<file path="config.mk">
export PLATFORM = sky130hd
export DESIGN_NAME = hit_l1_buffer_ctrl
export DESIGN_NICKNAME = d
export VERILOG_FILES = /design/src/rtl/hit_l1_buffer_ctrl.sv
export SDC_FILE = /design/constraint.sdc
export NUM_CORES = 1
export LEC_CHECK = 0
export BUFFER_PORTS_ARGS = -buffer_cell sky130_fd_sc_hd__buf_2
export CAP_MARGIN = 20
export CORE_AREA = 4 4 88 90
export CTS_CLUSTER_SIZE = 30
export DETAILED_ROUTE_END_ITERATION = 10
export DIE_AREA = 0 0 92 94
export PLACE_DENSITY_LB_ADDON = 0.05
export SLEW_MARGIN = 20
export SYNTH_ARGS = -nofsm -noshare
export SYNTH_HDL_FRONTEND = slang
export SYNTH_SLANG_ARGS = --single-unit
</file>
<file path="constraint.sdc">
create_clock -name clk -period 2.6 [get_ports clk]
set_input_delay 0.26 -clock clk [delete_from_list [all_inputs] [get_ports clk]]
set_output_delay 0.26 -clock clk [all_outputs]
set_load 0.01 [all_outputs]
</file>
<file path="src/rtl/hit_l1_buffer_ctrl.sv">
// Address/trigger controller in front of the pixel hit L1 SRAM: circular write pointer, L1-triggered
// readback and a show-ahead output FIFO. Define HIT_L1_ERR_CNT_EN to add Hamming error counters.
module hit_l1_buffer_ctrl #(
  parameter int ADDRWIDTH = 7,
  parameter int FIFODEPTH = 4
) (
  input  logic                 clk,
  input  logic                 reset,
  input  logic                 dis,
  input  logic [ADDRWIDTH-1:0] latency,
  input  logic                 l1a,
  output logic                 wren,
  output logic [ADDRWIDTH-1:0] wrAddr,
  output logic                 rden,
  output logic [ADDRWIDTH-1:0] rdAddr,
  input  logic                 outHit,
  input  logic                 E1A,
  input  logic                 E2A,
  output logic                 out_valid,
  input  logic                 out_ready,
  output logic                 out_hit,
  output logic [ADDRWIDTH-1:0] out_addr,
  output logic [1:0]           out_err,
  output logic [7:0]           ovf_cnt
`ifdef HIT_L1_ERR_CNT_EN
  ,
  output logic [7:0]           e1_cnt,
  output logic [7:0]           e2_cnt
`endif
);

  localparam int PW = (FIFODEPTH > 1) ? $clog2(FIFODEPTH) : 1;
  localparam int CW = PW + 1;
  localparam int EW = 1 + ADDRWIDTH + 2;
  localparam logic [ADDRWIDTH-1:0] LAT_MIN = ADDRWIDTH'(2);

  function automatic logic [7:0] sat_inc8(input logic [7:0] v, input logic en);
    sat_inc8 = (en && (v != 8'hFF)) ? v + 8'd1 : v;
  endfunction

  logic                 wren_q, wren_d;
  logic [ADDRWIDTH-1:0] wraddr_q, wraddr_d;
  logic                 rden_q, rden_d;
  logic [ADDRWIDTH-1:0] rdaddr_q, rdaddr_d;
  logic [ADDRWIDTH-1:0] lat_eff;
  logic                 trig;
  logic                 pend_q;
  logic [ADDRWIDTH-1:0] rdaddr_dly_q;

  logic [EW-1:0]        fifo_mem [FIFODEPTH];
  logic [PW-1:0]        wptr_q, wptr_d, rptr_q, rptr_d;
  logic [CW-1:0]        cnt_q, cnt_d;
  logic [7:0]           ovf_q, ovf_d;
  logic                 push, pop, full, accept, drop;
  logic [EW-1:0]        entry, head;

  // Stage 0: write pointer and trigger address generation
  always_comb begin
    wren_d   = ~dis;
    wraddr_d = wren_q ? wraddr_q + ADDRWIDTH'(1) : wraddr_q;
    lat_eff  = (latency < LAT_MIN) ? LAT_MIN : latency;
    trig     = l1a & ~dis;
    rden_d   = trig;
    // Modular subtraction handles the wrap of the circular buffer.
    rdaddr_d = trig ? wraddr_q - lat_eff : rdaddr_q;
  end

  always_ff @(posedge clk) begin
    if (reset) begin
      wren_q   <= 1'b0;
      wraddr_q <= '0;
      rden_q   <= 1'b0;
      rdaddr_q <= '0;
      pend_q   <= 1'b0;
    end else begin
      wren_q   <= wren_d;
      wraddr_q <= wraddr_d;
      rden_q   <= rden_d;
      rdaddr_q <= rdaddr_d;
      pend_q   <= rden_q;
    end
  end

  // Stage 1: SRAM read in flight, address follows the data
  always_ff @(posedge clk) begin
    rdaddr_dly_q <= rdaddr_q;
  end

  // Stage 2: capture read data into the output FIFO
  always_comb begin
    entry  = {outHit, rdaddr_dly_q, E2A, E1A};
    push   = pend_q;
    pop    = (cnt_q != '0) & out_ready;
    full   = (cnt_q == CW'(FIFODEPTH));
    // A pop on the same edge frees the slot, so a full FIFO still accepts.
    accept = push & (~full | pop);
    drop   = push & full & ~pop;
    wptr_d = accept ? wptr_q + PW'(1) : wptr_q;
    rptr_d = pop ? rptr_q + PW'(1) : rptr_q;
    case ({accept, pop})
      2'b10:   cnt_d = cnt_q + CW'(1);
      2'b01:   cnt_d = cnt_q - CW'(1);
      default: cnt_d = cnt_q;
    endcase
    ovf_d = sat_inc8(ovf_q, drop);
  end

  always_ff @(posedge clk) begin
    if (reset) begin
      wptr_q <= '0;
      rptr_q <= '0;
      cnt_q  <= '0;
      ovf_q  <= '0;
    end else begin
      wptr_q <= wptr_d;
      rptr_q <= rptr_d;
      cnt_q  <= cnt_d;
      ovf_q  <= ovf_d;
    end
  end

  always_ff @(posedge clk) begin
    if (!reset && accept) begin
      fifo_mem[wptr_q] <= entry;
    end
  end

`ifdef HIT_L1_ERR_CNT_EN
  logic [7:0] e1_q, e1_d, e2_q, e2_d;

  always_comb begin
    e1_d = sat_inc8(e1_q, accept & entry[0]);
    e2_d = sat_inc8(e2_q, accept & entry[1]);
  end

  always_ff @(posedge clk) begin
    if (reset) begin
      e1_q <= '0;
      e2_q <= '0;
    end else begin
      e1_q <= e1_d;
      e2_q <= e2_d;
    end
  end

  assign e1_cnt = e1_q;
  assign e2_cnt = e2_q;
`endif

  // Head entry is masked so an empty FIFO presents zeros without resetting storage.
  assign head      = fifo_mem[rptr_q];
  assign out_valid = (cnt_q != '0);
  assign out_hit   = out_valid & head[EW-1];
  assign out_addr  = out_valid ? head[EW-2:2] : '0;
  assign out_err   = out_valid ? head[1:0] : 2'b00;
  assign ovf_cnt   = ovf_q;
  assign wren      = wren_q;
  assign wrAddr    = wraddr_q;
  assign rden      = rden_q;
  assign rdAddr    = rdaddr_q;

endmodule
</file>
# Word level (Yosys, flattened, before mapping)

Memory sizes are Yosys's and may differ from the RTL's. A register that Yosys moved wholly into a read port is not among the register bits.
Index checks and enable logic that the tools add are counted.

Bits in registers: 39
Bits in writable memories: 40
Input port bits: 15
Output and inout port bits: 35
Word-level logic and storage cells: 46
Memories: 1

Memory list:

| memory   | words | width | read ports | clocked after Yosys merged registers in | write ports | RTL line | text |
|---|---|---|---|---|---|---|---|
| fifo_mem | 4     | 10    | 1          | 1                                       | 1           | 50       | `logic [EW-1:0] fifo_mem [FIFODEPTH];` |

$add $sub $neg: 7
Order comparisons: 1
Equal/unequal tests: 4
Mux-type cells: 8
Bitwise gates (word level): 10
Reductions and logical operators: 5

Operator list:

| operator                                                   | count |
|---|---|
| two-way mux 7 bit                                          | 2 |
| adder 8 x 1 -> 8 bit, second input constant                | 1 |
| != test 8 bit, second input constant                       | 1 |
| adder 7 x 1 -> 7 bit, second input constant                | 1 |
| less-than comparator 7 x 2 -> 1 bit, second input constant | 1 |
| subtractor 7 bit                                           | 1 |
| bitwise AND 1 bit                                          | 6 |
| two-way mux 2 bit                                          | 3 |
| case mux 3 bit (2 select lines)                            | 1 |
| adder 2 x 1 -> 2 bit, second input constant                | 2 |
| adder 3 x 1 -> 3 bit, second input constant                | 1 |
| == test 3 bit, second input constant                       | 1 |
| inverter 1 bit                                             | 3 |
| nonzero test 3 bit                                         | 1 |
| subtractor 3 x 1 -> 3 bit, second input constant           | 1 |
| == test 2 x 1 -> 1 bit, second input constant              | 1 |
| == test 2 bit, second input constant                       | 1 |
| logical AND 1 bit                                          | 2 |
| two-way mux 1 bit                                          | 2 |
| nonzero test 2 bit                                         | 1 |
| logical NOT 1 bit                                          | 1 |
| bitwise OR 1 bit                                           | 1 |

# Logic depth before layout (Yosys ltp)

Gate-level depths: netlist of run 1.

Depth after elaboration: 7
Mapped depth: 9
Gate-level depth less buffers: 9

# Worst setup path after synthesis of run 1

No wires, ideal clock.

Path kind: flip-flop to flip-flop
From: register cnt_q[1]
To: register cnt_q[2]
Library setup time: 0.132 ns
Arrival time: 2.014 ns
Data required time: 2.468 ns
Path slack: 0.454 ns
Stages on the path, launching flop included: 8
Path buffers: 0
Period minus slack after synthesis: 2.146 ns
Path through: dfxtp_1 or3_1 nand2_1 or2_2 fa_1 or3b_2 a31oi_1 a21oi_1

Cells in the longest elaborated chain, start to end: 6
Elaborated cells on any way between the ends: 12
Classes of those cells: add/sub: 2; eq/ne: 3; mux: 1; bitwise: 4; reduce/logical: 2

RTL lines:

| item                                                                  | RTL line | text |
|---|---|---|
| start, declared                                                       | 52       | `logic [CW-1:0] cnt_q, cnt_d;` |
| start signal, assigned                                                | 117      | `cnt_q <= cnt_d;` |
| nonzero test 3 bit or == test 3 bit (tied branches)                   | 93, 94   |  |
| bitwise AND 1 bit or inverter 1 bit (tied branches)                   | 93, 96   |  |
| bitwise OR 1 bit                                                      | 96       | `accept = push & (~full \| pop);` |
| bitwise AND 1 bit                                                     | 96       |  |
| == test 2 x 1 -> 1 bit or == test 2 bit (tied branches)               | 100      | `case ({accept, pop})` |
| case mux 3 bit (2 select lines) or nonzero test 2 bit (tied branches) | --       |  |

Parallel ways exist; a longest one is shown, timed or not.
A chain may end at the register's enable or synchronous reset.

# Worst setup path after layout of run 1

Same ends and word-level chain as after synthesis.

==> results of run 1 <==
cells by family (layout without fill, tap and decap cells):
kind of cell | Yosys count | count (layout) | share of synthesized area, %
flip-flops | 81 | 81 | 57.5
AO/OA/AOI/OAI | 36 | 36 | 6.98
buffers and inverters | 25 | 84 | 2.95
XOR/XNOR | 14 | 14 | 3.49
multiplexers | 15 | 15 | 7.83
AND/OR/NAND/NOR | 98 | 98 | 15.5
adder cells (fa/ha/maj) | 15 | 15 | 5.77
registers in the layout (all words and copies together) (netlist names), named ones only:
register      flops
cnt_q             3
fifo_mem         40
ovf_cnt           8
pend_q            1
rdAddr            7
rdaddr_dly_q      7
rden              1
rptr_q            2
wptr_q            2
wrAddr            7
wren              1
Yosys cell counts, drive strengths merged (2+ instances only):
| cell type | n | area share [%] |
|---|---|---|
| a211oi | 3 | 0.64 |
| a21oi | 12 | 1.7 |
| a31oi | 3 | 0.53 |
| and2 | 15 | 2.7 |
| and3 | 3 | 0.53 |
| buf | 7 | 1.0 |
| clkbuf | 5 | 0.53 |
| dfxtp | 41 | 23 |
| edfxtp | 40 | 34 |
| fa | 2 | 1.1 |
| ha | 13 | 4.6 |
| inv | 13 | 1.4 |
| mux2i | 5 | 1.4 |
| mux4 | 10 | 6.4 |
| nand2 | 9 | 0.96 |
| nand2b | 4 | 0.71 |
| nand3 | 9 | 1.3 |
| nand3b | 2 | 0.43 |
| nand4 | 6 | 1.1 |
| nor2 | 28 | 3.0 |
| nor2b | 2 | 0.36 |
| nor3 | 4 | 0.57 |
| nor4b | 5 | 1.7 |
| o2111ai | 2 | 0.50 |
| o211ai | 2 | 0.82 |
| o21ai | 6 | 0.85 |
| o31ai | 3 | 0.64 |
| or3 | 4 | 0.71 |
| or3b | 2 | 0.50 |
| or4 | 2 | 0.43 |
| xnor2 | 4 | 1.0 |
| xor2 | 10 | 2.5 |
worst min-delay path by stage:
| stage | startpoint | to | slack (ns) | cells after the start |
|---|---|---|---|---|
| 6_report | dis | wren | 0.07 | 2 |
| 5_1_grt | dis | wren | 0.06 | 2 |
| 4_1_cts | dis | wren | 0.05 | 2 |
| 3_5_place_dp | rdAddr[5] | rdaddr_dly_q[5] | 0.36 | 0 |
| 3_3_place_gp | rdAddr[5] | rdaddr_dly_q[5] | 0.36 | 0 |
| 2_1_floorplan | dis | wren | 0.33 | 1 |
power by group through the flow:
stage / Combinational, mW / Clock, mW / Sequential (mW)
after floorplan: 0.0880 / 0 / 1.41
after global placement: 0.141 / 0 / 1.41
after detailed placement: 0.142 / 0 / 1.41
after CTS: 0.143 / 0.821 / 1.38
after global routing: 0.161 / 0.875 / 1.38
final: 0.141 / 0.792 / 1.38
metal layers:
| metal | track usage (%) | vias to the layer above | routed length, µm |
|---|---|---|---|
| met4 | 8.17 | 0 | 91 |
| met1 | 20.9 | 1088 | 2950 |
| met2 | 26.1 | 60 | 3080 |
| met5 | 0 | - | 0 |
| li1 | - | 1143 | - |
| met3 | 2.56 | 6 | 245 |
area by class of cell:
cell class	count	share of cell area, %
timing repair buffer	55	7.18
clock buffer	13	3.68
tap	99	3.07
sequential	81	50.0
multi-input combinational	178	34.4
clock inverter	3	0.433
inverter	13	1.21
==> run summary, run 1 <==
Following the worst setup path forward leads to its endpoint at cnt_q[2]. The worst setup path is of the reg2reg kind. The final critical path takes up 86.3% of the cycle.

The number of buffers inserted by hold repair at cts is 0. Summing the sequential cell areas from Yosys gives between 50% and 60% of the chip area. The flow ran to the end, and the final reports show no timing, DRC or antenna violations. The maximum number of buffers from clock root to sink is 2. The maximum clock frequency came out at roughly 450 MHz. The ratio of routed vias to standard cells is between 5 and 6.

Clock tree synthesis selected as its root buffer the cell clkbuf_8. The number of resized instances in the post-cts repair step is 0. The port buffer count is 49. The area of placed instances came out at between 0.003 and 0.004 mm². The most critical setup path has its startpoint at cnt_q[1]. The endpoint identified for the worst register-to-register timing path is cnt_q[2]. Of the total power, the clock network draws 34.3%.

The depth of the most critical reg-to-reg path is 7. The layout has 623 filler cells. Measured along the x axis, the die boundary spans between 90 and 100 µm. The post-synthesis sequential element count came out at between 80 and 90.

The number of nets in the layout is around 370. The final antenna-violating net count came out at 0. The worst hold margin came out at 0.0692 ns. The final critical delay including setup and external delays is ~2.2 ns. The count of warnings emitted by yosys is 0. The aggregate routed wire length came out at 6360 µm.

The leakage power summed over all cells came out at 1.57 nW. The nature of the critical path endpoint is a flop. The initial antenna violation count is 0.

The via count of the first global-routing pass came to ~2300. In this run the critical register-to-register path is launched from cnt_q[1]. The count of flip-flops with a built-in enable after synthesis is 40. The via count of the routed design is 2297. The area of the die is 0.00865 mm². The number of DRC markers in iteration 0 is 51. The power density relative to cell area came out at between 500 and 600 mW/mm². The total DRC errors in the routed layout is 0. Setup violations remaining at the end of the flow were counted as 0.

The number of max-capacitance violations reported came out at 0. For the worst-skew pair, the clock arrives at the later sink with an insertion delay of around 0.34 ns. For this run, the total global-route usage over all layers was measured as 16.1%. The post-layout instance count excluding filler cells is 442. The most used flip-flop cell after synthesis is dfxtp_1.

The number of placed cells counting well taps is 426. The summed area of non-filler cells in the final layout is 0.00404 mm². The power after layout came out at between 2 and 2.5 mW. The internal power of the cells totals 1.79 mW.

Setup repair after global routing left no endpoint under its margin. The clock-pin transition on the worst setup and hold timing paths came out at 0.08 ns. The setup slack after placement is 0.272 ns.

The area overhead of the layout relative to synthesis is 14.9%. The part of the total power dissipated in combinational logic came out at 6.1%. The final weighted congestion in routability-driven placement came out at 0.788. After synthesis the cells add up to around 0.0035 mm².

The half-perimeter wire length after detailed placement came out at 4320 µm. The maximum fanout along the worst path came out at 7. Counting the buffers created by CTS gives 9. In the final routed layout, each cell accounts on average for 14.4 µm. The pin count of the biggest net entering global routing is 28.

The antenna diode count came out at 0. Walking the worst path, the cells encountered are or3_1 -> nand2_1 -> or2_2 -> fa_1 -> or3b_2 -> a31oi_1 -> a21oi_1. The kind of path behind the tightest hold check is in2reg. The net count of the mapped netlist is 314.

The register-to-register setup slack came out at about 0.36 ns. The master of the slowest instance on the critical path is dfxtp_1. The worst-case headroom to the max-slew limit came out at 64.7%. Grouping stages by cell kind, the critical path spends the most delay in simple AND/OR/NAND/NOR gates. The share of power burned in registers is 59.7%. The maximum VDD drop came out at 0.302 mV. The setup TNS after final layout is 0 ns. The post-route core utilization is between 50 and 60%. The first-pass GRT wire length came out at 10800 µm.

Post-CTS timing repair inserted 0 buffers for setup. The post-route worst setup slack came out at 0.357 ns. The initial core utilization came out at 49.8%. The number of detailed-routing iterations run before antenna repair came out at 4. The H-tree depth came out at 3.

The total overflow reported by the global router came out at 0. The floorplan core area came out at just over 0.007 mm². The clock net sink count is 81. The switching power total is 0.519 mW. Across the whole layout, storage elements account for 0.00202 mm². The distinct cell type count after synthesis is 44. Counting every instance in the synthesized netlist gives 284. The worst setup path is launched from a flop. The required time at the endpoint of the critical path came out at ~2.8 ns. The height of the die is about 94 µm. The largest stage delay on the critical path came out at around 0.48 ns. The fraction of registers with async set/reset came out at 0%.

The worst clock skew came out at 0.0125 ns. The max-slew violation count was 0. The library cell used most frequently in the layout, excluding fill and tap cells, is buf_2. The data arrival at the endpoint of the critical path came out at 2.46 ns. TritonCTS built the clock tree. The multi-input combinational cells in the finished layout cover a total of between 0.001 and 0.0015 mm². The mean area per synthesized cell is 12.4 µm².

The row count is 31. The number of buffers and inverters on the critical path is 0. The number of primary I/O pins is 50. The slew at the pin closest to its max-slew limit is 0.530 ns. The instance count on the critical path is 7.

Net switching is between 20% and 30% of the power. The number of hold-slack violations in the final timing report came to 0. Of the cells placed in the final design, the portion with a size suffix greater than 1 is roughly a quarter. The library cells used most frequently in the layout, excluding fill and tap cells, are 49 x buf_2, 41 x dfxtp_1, 40 x edfxtp_1.
Note: power is estimated with default switching activity, not from simulation.
==> inputs of run 2 (changes only) <==
--- a/config.mk
+++ b/config.mk
@@ -13,2 +13,3 @@
 export DIE_AREA = 0 0 92 94
+export MAX_ROUTING_LAYER = met4
 export PLACE_DENSITY_LB_ADDON = 0.05
==> constraint.sdc (replaced) <==
create_clock -name clk -period 2.6 [get_ports clk]
set_input_delay 0.52 -clock clk [delete_from_list [all_inputs] [get_ports clk]]
set_output_delay 0.52 -clock clk [all_outputs]
set_load 0.01 [all_outputs]
==> run summary, run 2 (same netlist as run 1, synthesis figures left out) <==
The aggregate routed wire length is 6300 µm (-1.0%). The number of buffers inserted by hold repair at cts is 0 (unchanged). More flip-flops sit in one register than any other, and that register is fifo_mem. The antenna diode count came out at 0 (unchanged). The number of resized instances in the post-cts repair step came out at 0 (unchanged). The fraction of power spent switching nets came out at 21.1% (-1.3 points).

The setup slack after placement is 0.0221 ns (-0.250 ns). The critical register-to-register path startpoint is cnt_q[1]. The ratio of cells with drive above 1 in the final layout is 25.0% (+1.1 points). The first-pass GRT wire length came to 11300 µm (+4.4%). The initial core utilization is 49.8% (unchanged). The part of the total power dissipated in combinational logic was 5.5% (-0.6 points). The number of detailed-routing iterations run before antenna repair came out at 4 (unchanged). The max-slew violation count is 0 (unchanged).

The maximum number of buffers from clock root to sink came out at 2 (unchanged). The root buffer cell is clkbuf_8. The top cell types in the final layout, fill and taps aside, are 49 x buf_2, 41 x dfxtp_1, 40 x edfxtp_1.

The area of the die came out at 0.00865 mm² (unchanged). The setup TNS after final layout is 0 ns (unchanged). The clock net sink count came out at 81 (unchanged). The number of setup buffers added after CTS came out at 0 (unchanged).

The data arrival at the endpoint of the critical path is 2.51 ns (+0.05 ns). The internal power summed over all cells came out at 1.99 mW (+11%). The post-route worst setup slack is 0.313 ns (-0.0442 ns). The share of power burned in registers came to 54.8% (-4.9 points). The largest stage delay on the critical path came to 0.48 ns (about the same). The height of the die is 94 µm (unchanged). The final antenna-violating net count came to 0 (unchanged).

The switching power total came out at 0.532 mW (+2.5%). The worst setup path is captured at a flop. The total DRC errors in the routed layout came out at 0 (unchanged).

The area of placed instances came to 0.00388 mm² (+0.19%). The ratio of routed vias to standard cells is 5.19 (-0.23%). TritonCTS built the clock tree. The required time at the endpoint of the critical path is 2.82 ns (about the same). Walking the worst path, the cells encountered are or3_1 -> nand2_1 -> or2_2 -> fa_1 -> or3b_2 -> a31oi_1 -> a21oi_1. The die outline width is 92 µm (unchanged). The maximum VDD drop came to 0.326 mV (+7.9%). The total overflow reported by the global router came out at 0 (unchanged). The number of hold-slack violations in the final timing report came out at 0 (unchanged). The floorplan core area was 0.00706 mm² (unchanged). The area overhead of the layout relative to synthesis came out at 16.7%. The H-tree depth is 3 (unchanged). The number of DRC markers in iteration 0 came out at 88 (+73%). STA classifies the critical path startpoint as a flop.

The maximum fanout along the worst path came to 7 (unchanged). The clock-pin transition on the worst setup and hold timing paths is 0.08 ns (about the same). In this run the worst setup path begins at cnt_q[1]. The port buffer count is 49 (unchanged). The number of primary I/O pins came to 50 (unchanged). The clock latency on the worst-skew pair came out at 0.34 ns (about the same). The library cell used most frequently in the layout, excluding fill and tap cells, is buf_2. The setup-violating endpoint count in the final report came to 0 (unchanged). The register-to-register setup slack came to 0.31 ns (-0.04 ns).

The initial antenna violation count came out at 0 (unchanged). Setup repair after global routing left no endpoint under its margin. The worst hold path begins at dis.

The flip-flop count of the largest register after layout came to 40 (unchanged). The final critical delay including setup and external delays is 2.29 ns (+0.0442 ns). The summed area of non-filler cells in the final layout came out at 0.00410 mm² (+1.5%). The fraction of the cycle the final worst path needs is 88.0% (+1.7 points). The count of buffering cells on the critical path with inverters included is 0 (unchanged).

The leakage power summed over all cells came out at 1.61 nW (+2.1%). The classification of the worst setup path is reg2reg. The flow ran to the end, and the final reports show no timing, DRC or antenna violations. In this run the worst hold path is classified as in2reg. The via count of the first global-routing pass came out at 2364 (+4.6%).

The worst clock skew came out at 0.00433 ns (-0.00819 ns). The TritonCTS buffer count is 9 (unchanged). The number of nets in the layout is 369 (+0.27%). The total track usage is 17.3% (+1.2 points). The row count was 31 (unchanged).

The pin count of the biggest net entering global routing was 27 (-3.6%). The half-perimeter wire length after detailed placement is 4430 µm (+2.5%). The worst-case headroom to the max-slew limit is 63.0% (-1.7 points). The relative contribution of the clock network to total power came out at 39.7% (+5.4 points). The via count of the routed design is 2297 (unchanged). The slew at the pin closest to its max-slew limit is 0.555 ns (+0.0253 ns).

The number of max-capacitance violations reported came to 0 (unchanged). On the critical path the largest part of the delay comes from simple AND/OR/NAND/NOR gates. The maximum clock frequency is 437 MHz (-1.9%). The master of the slowest instance on the critical path is dfxtp_1. The power density relative to cell area came out at 614 mW/mm² (+7.3%). The per-cell routed wire length is 14.2 µm (-1.2%).

The final weighted congestion in routability-driven placement was 0.756 (-4.0%).
-- run 2: power groups by stage --
stage	registers, mW	logic (mW)	clock network [mW]
floorplan	1.41	0.0880	0
global placement	1.41	0.141	0
detailed placement	1.41	0.141	0
CTS	1.38	0.142	1.03
global route	1.38	0.161	1.08
finish	1.38	0.140	1.00
-- run 2: through the flow --
step	hold slack, ns	std cells	power [mW]	util, %
finish	0.343	443	2.52	58.1
global route	0.333	443	2.63	58.1
CTS	0.326	443	2.55	58.1
detailed placement	0.365	427	1.55	55.0
global placement	0.358	427	1.55	55.0
floorplan	0.393	284	1.50	-
-- run 2: cell type report --
class / instances / area, µm²
fill: 629 / 2960
sequential: 81 / 2020
multi-input combinational: 178 / 1390
timing repair buffer: 56 / 298
clock buffer: 11 / 141
tap: 99 / 124
clock inverter: 5 / 78.8
inverter: 13 / 48.8
-- run 2: routing by layer --
layer | share of wire [%] | vias up | GRT usage (%) | routed length (µm)
li1 | - | 1145 | - | -
met1 | 47 | 1102 | 21.5 | 2980
met2 | 47 | 44 | 27.6 | 2990
met3 | 4.1 | 6 | 3.93 | 258
met4 | 1.2 | 0 | 6.68 | 78
met5 | 0 | - | - | 0
-- run 2: final timing paths --
path,endpoint,cells past startpoint
setup / recovery,cnt_q[2],7
hold / removal,wren,2
setup reg to reg,cnt_q[2],7
hold reg to reg,rdaddr_dly_q[5],0
-- run 2: worst register-to-register path: cells and delay by family (launching register included) --
| family | cells | cell delay (ns) |
|---|---|---|
| AO/OA/AOI/OAI | 2 | 0.26 |
| adder cells (fa/ha/maj) | 1 | 0.41 |
| flip-flops | 1 | 0.48 |
| AND/OR/NAND/NOR | 4 | 1.02 |
==> inputs of run 3 (changes only) <==
- CORE_AREA: 4 4 88 90 -> 4 4 64 124
- DIE_AREA: 0 0 92 94 -> 0 0 68 128
==> run summary, run 3 (same netlist as run 1, synthesis figures left out) <==
The final weighted congestion in routability-driven placement came out at 0.764 (+1.0%). Leaving out fill and tap cells, the most frequent cell in the layout is buf_2. The number of primary I/O pins was 50 (unchanged). The flip-flop count of the largest register after layout came out at 40 (unchanged). The post-layout instance count excluding filler cells was 438 (-1.1%). The max-slew violation count is 0 (unchanged). The antenna diode count is 0 (unchanged). The H-tree depth is 3 (unchanged). The register-to-register setup slack is 0.27 ns (-0.04 ns). The post-route core utilization is 59.9% (+1.8 points).

The height of the die came to 128 µm (+36%). The area of the multi-input gates is 0.00139 mm² (unchanged). The worst hold margin was 0.354 ns (+0.0103 ns). In this run the most critical hold path is launched from dis. The total DRC errors in the routed layout came out at 0 (unchanged).

The die outline width came out at 68 µm (-26%). The summed area of non-filler cells in the final layout came out at 0.00419 mm² (+2.1%). The number of resized instances in the post-cts repair step came to 0 (unchanged). The number of setup buffers added after CTS came out at 0 (unchanged). The final antenna-violating net count came out at 0 (unchanged). The path with the worst hold slack has its endpoint at wren. The slew at the pin closest to its max-slew limit came out at 0.552 ns (-0.00351 ns).

The met3 demand-to-capacity share in global routing was 3.51% (-0.42 points). The maximum clock frequency came to 429 MHz (-1.8%). The number of detailed-routing iterations run before antenna repair is 4 (unchanged).

The classification of the worst setup path is reg2reg. The count of filler cells inserted in the layout is 612 (-2.7%). The maximum fanout along the worst path came to 8 (+1). The depth of the most critical reg-to-reg path is 7 (unchanged).

The setup slack after placement came out at 0.00575 ns (-0.0163 ns). TritonCTS built the clock tree. The cell depth of the worst min-delay path came out at 2 (unchanged). The number of buffers inserted by hold repair at cts is 0 (unchanged). The area of placed instances came to 0.00390 mm² (+0.48%).

The capturing point of the worst reg2reg path is cnt_q[2]. The total overflow reported by the global router came to 0 (unchanged). The aggregate routed wire length is 6520 µm (+3.5%). The routing usage on met1 is 18.5% (-3.0 points). The setup TNS after final layout came out at 0 ns (unchanged). The maximum number of buffers from clock root to sink is 2 (unchanged). STA classifies the critical path startpoint as a flop. Setup repair after global routing left no endpoint under its margin.

The half-perimeter wire length after detailed placement is 4860 µm (+9.6%). The row count is 43 (+39%). The required time at the endpoint of the critical path came out at 2.81 ns (about the same). The critical register-to-register path startpoint is cnt_q[0]. The number of hold-slack violations in the final timing report came out at 0 (unchanged). The clock net sink count came out at 81 (unchanged). The slowest stage of the critical path belongs to the cell dfxtp_1. The final critical delay including setup and external delays came out at 2.33 ns (+0.0423 ns). The sequential cell area was 0.00202 mm² (unchanged). The number of max-capacitance violations reported came to 0 (unchanged). The clock-pin transition on the worst setup and hold timing paths is 0.06 ns (-0.02 ns). The per-cell routed wire length is 14.9 µm (+4.7%). The setup-violating endpoint count in the final report is 0 (unchanged). After global routing, the most crowded layer is met2. The power after layout came out at 2.73 mW (+8.4%). The tree is rooted in a clkbuf_16.

The pin count of the biggest net entering global routing came out at 23 (-15%). The library cells used most frequently in the layout, excluding fill and tap cells, are 49 x buf_2, 41 x dfxtp_1, 40 x edfxtp_1. The met2 routing resource usage after global routing came out at 30.8% (+3.2 points). The critical path goes through or3_1 -> nand2_1 -> or2_2 -> fa_1 -> or3b_2 -> a31oi_1 -> a21oi_1. The first-pass GRT wire length is 11100 µm (-1.2%). The post-route worst setup slack came out at 0.271 ns (-0.0423 ns). The nature of the critical path endpoint is a flop. The fraction of the cycle the final worst path needs was 89.6% (+1.6 points). From synthesis to final layout, the design area changed by 19.2%. The TritonCTS buffer count came to 9 (unchanged). The number of placed cells counting well taps came out at 422 (-1.2%). The area of the die is 0.00870 mm² (+0.65%).

The initial core utilization came out at 50.3% (+0.46 points). The ratio of routed vias to standard cells came out at 5.35 (+3.3%). The initial antenna violation count came out at 0 (unchanged).

The tightest min-delay check is of the in2reg type. The flow ran to the end, and the final reports show no timing, DRC or antenna violations. The clock latency on the worst-skew pair came out at 0.33 ns (about the same). The leakage power summed over all cells came to 1.65 nW (+3.0%).

The maximum VDD drop came out at 0.427 mV (+31%). The power density relative to cell area came out at 652 mW/mm² (+6.1%). The largest stage delay on the critical path came out at 0.51 ns (+0.03 ns). The floorplan core area came to 0.00699 mm² (-0.92%). The total track usage was 17.9% (+0.70 points). The worst-case headroom to the max-slew limit was 63.2% (+0.23 points). The ratio of cells with drive above 1 in the final layout is 25.3% (+0.29 points).

The worst clock skew came out at 0.00651 ns (+0.00217 ns). fifo_mem holds more flip-flops than any other register. The via count of the first global-routing pass came out at 2386 (+0.93%). The number of nets in the layout came out at 373 (+1.1%). The port buffer count was 49 (unchanged). The number of DRC markers in iteration 0 came out at 104 (+18%). The via count of the routed design came to 2345 (+2.1%). The data arrival at the endpoint of the critical path is 2.54 ns (+0.03 ns).
-- run 3: cell count changes in the layout (fill, tap and decap cells not counted), sizes merged --
cell    before  now
bufinv       2    1
buf         56   60
clkinv       3    4
-- run 3: worst max-delay path: cells and delay by family (launching register included) --
family / cells / cell delay [ns]
AOI/OAI and AO/OA: 2 / 0.27
adders and majority gates: 1 / 0.40
DFF: 1 / 0.51
and+or+nand+nor: 4 / 1.03
-- run 3: final cells by class --
| class | instances | area share (%) |
|---|---|---|
| Sequential cell | 81 | 48.3 |
| Inverter | 13 | 1.16 |
| Multi-Input combinational cell | 178 | 33.2 |
| Tap cell | 90 | 2.69 |
| Clock buffer | 11 | 5.55 |
| Clock inverter | 5 | 1.34 |
| Timing Repair Buffer | 60 | 7.82 |
-- run 3: metal layers --
metal  part of all wire [%]  up-vias
met3                    3.3       14
li1                       -     1159
met2                     56       53
met1                     37     1119
met5                      0        -
met4                    2.8        0
-- run 3: how the worst max path moves through the flow --
stage	start	slack, ns	endpoint
after global placement	latency[1]	0.05	rdAddr[6]
after CTS	cnt_q[0]	0.26	cnt_q[2]
after floorplan	latency[1]	0.25	rdAddr[6]
after detailed placement	latency[1]	0.006	rdAddr[6]
final	cnt_q[0]	0.27	cnt_q[2]
after global routing	cnt_q[0]	0.12	cnt_q[2]
-- run 3: report_power, final --
part	internal (mW)	switching [mW]
sequential	1.36	0.0177
combinational	0.0662	0.0805
clock	0.742	0.464
